===== src/rtl/evt_stream_arbiter.sv =====
// -----------------------------------------------------------------------------
// evt_stream_arbiter
//   Merges NUM_INPUTS event streams into one output stream feeding evt_fifo.
//   Round-robin arbitration with a burst lock: the current owner keeps the
//   grant for up to MAX_BURST consecutive accepted events, so short spike
//   bursts from one source stay together. The output goes through a 2-entry
//   skid buffer, so in_ready_o never depends on out_ready_i.
//
// Ports
//   clk_i, rst_i   clock, asynchronous active-high reset
//   clr_i          synchronous clear (returns to reset state, refuses inputs)
//   in_evt_i       packed payloads, input i at [i*EVT_WIDTH +: EVT_WIDTH]
//   in_valid_i     per-input valid
//   in_ready_o     per-input ready, at most one bit set
//   out_evt_o      head of skid buffer (registered)
//   out_valid_o    skid buffer not empty (registered)
//   out_ready_i    downstream ready
//   grant_idx_o    index of the input whose event was last accepted
//   evt_cnt_o      number of output handshakes, wraps mod 2^32
// -----------------------------------------------------------------------------
module evt_stream_arbiter #(
   parameter int NUM_INPUTS = 4,
   parameter int EVT_WIDTH  = 32,
   parameter int MAX_BURST  = 8
) (
   input  logic                            clk_i,
   input  logic                            rst_i,
   input  logic                            clr_i,
   input  logic [NUM_INPUTS*EVT_WIDTH-1:0] in_evt_i,
   input  logic [NUM_INPUTS-1:0]           in_valid_i,
   output logic [NUM_INPUTS-1:0]           in_ready_o,
   output logic [EVT_WIDTH-1:0]            out_evt_o,
   output logic                            out_valid_o,
   input  logic                            out_ready_i,
   output logic [$clog2(NUM_INPUTS)-1:0]   grant_idx_o,
   output logic [31:0]                     evt_cnt_o
);

   localparam int IDX_W = $clog2(NUM_INPUTS);
   localparam int BC_W  = $clog2(MAX_BURST + 1);

   // arbitration state
   logic             r_locked;
   logic [IDX_W-1:0] r_owner;
   logic [BC_W-1:0]  r_bc;
   logic [IDX_W-1:0] r_rr_ptr;
   logic [IDX_W-1:0] r_gidx;
   // skid buffer: r_buf0 is the head
   logic [EVT_WIDTH-1:0] r_buf0;
   logic [EVT_WIDTH-1:0] r_buf1;
   logic [1:0]           r_cnt;
   logic                 r_vld;
   logic [31:0]          r_evt_cnt;

   logic             w_gnt_vld;
   logic [IDX_W-1:0] w_gnt;
   logic             w_acc_ok;
   logic             w_push;
   logic             w_pop;
   logic             w_same;
   logic [BC_W-1:0]  w_bc_nxt;
   logic [IDX_W-1:0] w_rr_nxt;
   logic [1:0]       w_cnt_nxt;
   logic [EVT_WIDTH-1:0] w_din;

   function automatic logic [IDX_W-1:0] wrap_add(input logic [IDX_W-1:0] a, input int k);
      int s;
      s = int'(a) + k;
      if (s >= NUM_INPUTS) s = s - NUM_INPUTS;
      return s[IDX_W-1:0];
   endfunction

   // Grant: locked owner wins while valid, otherwise first valid from rr_ptr.
   // The scan runs from the farthest offset down so the nearest one wins.
   always_comb begin
      w_gnt_vld = 1'b0;
      w_gnt     = '0;
      if (r_locked && in_valid_i[r_owner]) begin
         w_gnt_vld = 1'b1;
         w_gnt     = r_owner;
      end else begin
         for (int k = NUM_INPUTS - 1; k >= 0; k--) begin
            if (in_valid_i[wrap_add(r_rr_ptr, k)]) begin
               w_gnt_vld = 1'b1;
               w_gnt     = wrap_add(r_rr_ptr, k);
            end
         end
      end
   end

   // Space is judged from registered r_cnt only: no out_ready_i -> in_ready_o path.
   assign w_acc_ok = (r_cnt != 2'd2) && !clr_i;
   assign w_push   = w_gnt_vld && w_acc_ok;
   assign w_pop    = r_vld && out_ready_i;
   assign w_din    = in_evt_i[int'(w_gnt)*EVT_WIDTH +: EVT_WIDTH];

   always_comb begin
      in_ready_o = '0;
      if (w_push) in_ready_o[w_gnt] = 1'b1;
   end

   assign w_same   = r_locked && (r_owner == w_gnt);
   assign w_bc_nxt = w_same ? (r_bc + 1'b1) : BC_W'(1);
   assign w_rr_nxt = (int'(w_gnt) == NUM_INPUTS - 1) ? '0 : (w_gnt + 1'b1);

   always_comb begin
      w_cnt_nxt = r_cnt;
      case ({w_push, w_pop})
         2'b10:   w_cnt_nxt = r_cnt + 2'd1;
         2'b01:   w_cnt_nxt = r_cnt - 2'd1;
         default: w_cnt_nxt = r_cnt;
      endcase
   end

   always_ff @(posedge clk_i or posedge rst_i) begin
      if (rst_i) begin
         r_locked  <= 1'b0;
         r_owner   <= '0;
         r_bc      <= '0;
         r_rr_ptr  <= '0;
         r_gidx    <= '0;
         r_buf0    <= '0;
         r_buf1    <= '0;
         r_cnt     <= 2'd0;
         r_vld     <= 1'b0;
         r_evt_cnt <= '0;
      end else if (clr_i) begin
         r_locked  <= 1'b0;
         r_owner   <= '0;
         r_bc      <= '0;
         r_rr_ptr  <= '0;
         r_gidx    <= '0;
         r_buf0    <= '0;
         r_buf1    <= '0;
         r_cnt     <= 2'd0;
         r_vld     <= 1'b0;
         r_evt_cnt <= '0;
      end else begin
         if (w_push) begin
            r_owner  <= w_gnt;
            r_bc     <= w_bc_nxt;
            r_locked <= (w_bc_nxt != BC_W'(MAX_BURST));
            r_rr_ptr <= w_rr_nxt;
            r_gidx   <= w_gnt;
         end else if (r_locked && !in_valid_i[r_owner]) begin
            // owner dropped valid: give up the lock, keep burst_cnt
            r_locked <= 1'b0;
         end

         if (w_pop) r_evt_cnt <= r_evt_cnt + 32'd1;

         // Push lands in the head when the buffer is (or becomes) empty,
         // otherwise in the second slot; a pop shifts slot 1 into the head.
         if (w_push && ((r_cnt == 2'd0) || ((r_cnt == 2'd1) && w_pop)))
            r_buf0 <= w_din;
         else if (w_pop)
            r_buf0 <= r_buf1;
         if (w_push && (r_cnt == 2'd1) && !w_pop)
            r_buf1 <= w_din;

         r_cnt <= w_cnt_nxt;
         r_vld <= (w_cnt_nxt != 2'd0);
      end
   end

   assign out_evt_o   = r_buf0;
   assign out_valid_o = r_vld;
   assign grant_idx_o = r_gidx;
   assign evt_cnt_o   = r_evt_cnt;

endmodule


===== config.mk =====
export PLATFORM = sky130hd
export DESIGN_NAME = evt_stream_arbiter
export DESIGN_NICKNAME = d
export VERILOG_FILES = /design/src/rtl/evt_stream_arbiter.sv
export SDC_FILE = /design/constraint.sdc
export NUM_CORES = 1
export LEC_CHECK = 0
export CORE_MARGIN = 1
export CORE_UTILIZATION = 40
export CTS_CLUSTER_SIZE = 8
export DETAILED_ROUTE_END_ITERATION = 8
export GPL_ROUTABILITY_DRIVEN = 0
export PLACE_DENSITY_LB_ADDON = 0.05
export SETUP_SLACK_MARGIN = 0.4
export SYNTH_ARGS = -nofsm -noshare
export SYNTH_HDL_FRONTEND = slang
export SYNTH_SLANG_ARGS = --single-unit

===== constraint.sdc =====
create_clock -name clk_i -period 4.25 [get_ports clk_i]
set_clock_uncertainty 0.1 [all_clocks]
set_input_delay 0.6375 -clock clk_i [delete_from_list [all_inputs] [get_ports clk_i]]
set_output_delay 0.6375 -clock clk_i [all_outputs]
set_load 0.02 [all_outputs]

==> metrics.md <==
| Metric | Value |
|---|---|
| Status | `finished with violations` |
| CTS sink cnt | `108` |
| Setup TNS | `0 ns` |
| Mapped Area | `6110 µm²` |
| Clk Latency, worst-skew pair | `0.35 ns` |
| Number of global-route vias before repair | `5584` |
| CTS Root Cell | `clkbuf_16` |
| Vias | `5690` |
| Layout cells sized above 1 | `0.0577` |
| Post-DRT Antenna Nets | `0` |
| Ys async rst share | `1.00` |
| Slew @ Worst Pin | `0.967 ns` |
| H-tree levels | `3` |
| Row Count | `44` |
| Most Frequent Cell on Critical Path | `clkdlybuf4s50_1` |
| P&R area growth vs syn | `42.4%` |
| Critical Path, Cell by Cell | `clkdlybuf4s50_1, a221o_1, or3_4, and2_4, ha_1, and2_1, clkdlybuf4s50_1` |
| Ant diodes | `0` |
| Worst-path clk slew | `0.06 ns` |
| Syn Inst Count | `636` |
| Final slew viol count | `0` |
| Number of port buffers | `around 210` |
| CTS tree | `built` |
| Full die area | `15800 µm²` |
| Final setup violation count | `0` |
| Hold Vio Cnt, Final | `0` |
| Max-Cap Viols | `0` |
| Die width | `~130 µm` |
| First-pass GRT wire length | `around 28 mm` |
| Core area | `14700 µm²` |
| Final period util | `0.875` |
| Post-synth EDFFs | `0` |
| Final WL | `17.6 mm` |
| Avg Inst Size Synth | `9.61 µm²` |
| Worst EP arrival | `just under 3 ns` |
| Filler Cell Count | `1269` |
| Wire per inst | `17.3 µm` |
| Die height | `126 µm` |
| Crit start category | `primary input` |
| Max Freq | `269 MHz` |
| Critical Path Sink Type | `output pin` |
| Ys Warns | `0` |
| Hpwl dp | `12.4 mm` |
| Share of the yosys chip area belonging to registers | `0.442` |
| Crit Path Max Fanout | `6` |
| Pwr dens | `roughly 360 nW/µm²` |
| Iter 0 DRT Violations | `398` |
| Maximum vdd drop | `0.198 mV` |
| WS Path Type | `in -> out` |
| Critical Path RT | `3.51 ns` |
| DRC violations left | `12` |
| Total track usage | `0.225` |
| Total power | `3.17 mW` |
| GRT overflow | `0` |
| Failing checks | `DRC` |
| # IOs | `207` |
| Largest net degree at the start of global routing | `57` |
| Count of different cell masters after synthesis | `50` |
| Vias per cell | `5.60` |
| Critical Path Slowest Stage Cell | `clkdlybuf4s50_1` |
| RSZ-0062 raised after global routing | `no` |
| Final min period | `3.72 ns` |
| P_leak | `between 3 and 4 nW` |
| TritonRoute pass-1 iters | `9` |
| Slew HR | `0.353` |
| R2r setup slk | `1.39 ns` |
| Post-Syn Nets | `783` |
| Fin nets | `about 970` |
| Synthesis-stage register bit count | `108` |
| CP max stage delay | `0.53 ns` |
| Max Buffers Root-to-Sink | `2` |
| Initial antenna violation count | `0` |
| Worst min path class | `reg -> reg` |
| Ys flop type | `dfrtp_1` |
| Starting density of the core | `0.416` |
| Number of buffers created by CTS | `9` |
## worst max-delay path: cells and delay by family
| kind | cells | cell delay (ns) |
|---|---|---|
| buffers and inverters | 2 | 1.04 |
| AND/OR/NAND/NOR | 3 | 0.70 |
| AO/OA/AOI/OAI | 1 | 0.43 |
| adder cells (fa/ha/maj) | 1 | 0.18 |
## final timing paths
path | startpoint | end | cells after the start
setup / recovery | in_valid_i[0] | in_ready_o[0] | 7
hold / removal | r_buf1[31] | r_buf1[31] | 2
setup reg to reg | grant_idx_o[1] | r_buf1[4] | 7
hold reg to reg | r_buf1[31] | r_buf1[31] | 2
max in group asynchronous | rst_i | out_evt_o[29] | 3
min in group asynchronous | rst_i | evt_cnt_o[6] | 2
## flip-flops by register name, indices dropped and copies added, names as in the netlist
signal       flops
r_bc             4
grant_idx_o      2
r_buf1          32
r_cnt            2
out_valid_o      1
out_evt_o       32
r_rr_ptr         2
r_locked         1
evt_cnt_o       32
## power breakdown
group	total (mW)	internal, mW	leakage, nW	switching, mW
sequential	1.23	1.15	1.47	0.0823
clock	0.864	0.488	0.149	0.376
combinational	1.08	0.504	2.21	0.573
total	3.17	2.14	3.82	1.03
## what timing repair did
action / in CTS / in global routing
buffers inserted: 0 / 1
resized for setup: 1 / 8
hold buffers: 0 / 0
endpoints found under the setup margin: 1 / 3
## stage by stage
stage	util	instance area (µm²)	cells	setup WS [ns]	hold slack [ns]
after floorplan	-	6110	636	0.667	0.356
after global placement	0.569	8370	999	0.456	0.368
after detailed placement	0.569	8370	999	0.405	0.373
after CTS	0.590	8670	1015	0.406	0.390
after global routing	0.592	8710	1016	0.446	0.410
final	0.592	8710	1016	0.532	0.391
## Yosys cell counts (all sizes together), types with 10 or more instances
cell    instances  area, µm²
nand4          10       62.6
nor2           46        173
buf            13        101
ha             11        138
a21o           33        248
dfrtp         108       2700
inv            10       37.5
nand3          17       85.1
a21oi          11       55.1
xor2           21        184
o221ai         64        561
nand2         127        477
mux2i          67        671
clkbuf         29        109
## area by class of cell
cell class,count,area [µm²],share of cell area
Tap cell,184,230,0.0264
Timing Repair Buffer,222,2220,0.254
Sequential cell,108,2700,0.310
Clock buffer,12,256,0.0295
Inverter,10,40.0,0.00460
Multi-Input combinational cell,476,3220,0.369
Clock inverter,4,47.5,0.00546
## per-layer routing
| metal | global-route usage | wire length (µm) | part of all wire | vias to the layer above |
|---|---|---|---|---|
| met3 | 0.0450 | 1220 | 0.069 | 19 |
| met5 | 0 | 0 | 0 | - |
| met4 | 0.0760 | 303 | 0.017 | 0 |
| met1 | 0.290 | 7620 | 0.43 | 2771 |
| li1 | - | - | - | 2685 |
| met2 | 0.376 | 8470 | 0.48 | 215 |
## placed cells by master, fill, tap and decap left out, types with 5 or more instances in the layout
cell	count
ha_1	11
clkbuf_16	9
mux2i_1	65
nor2_1	46
and2_1	6
nand3_1	17
nor3_1	5
o21ai_0	6
o221ai_1	64
inv_1	8
a21o_1	33
clkdlybuf4s50_1	201
dfrtp_1	108
xnor2_1	8
nand4_1	10
buf_4	14
nand2_1	126
a21oi_1	11
xor2_1	21
## cells by family after synthesis
kind of cell               Yosys count  share of synthesized area
and+or+nand+nor                    233                      0.167
AOI/OAI and AO/OA                  134                      0.173
DFF                                108                      0.442
muxes                               69                      0.113
buffers and inverters               52                     0.0405
xor gates and xnor gates            29                     0.0415
adders and majority gates           11                     0.0225
Power figures use the tool's default switching activity.
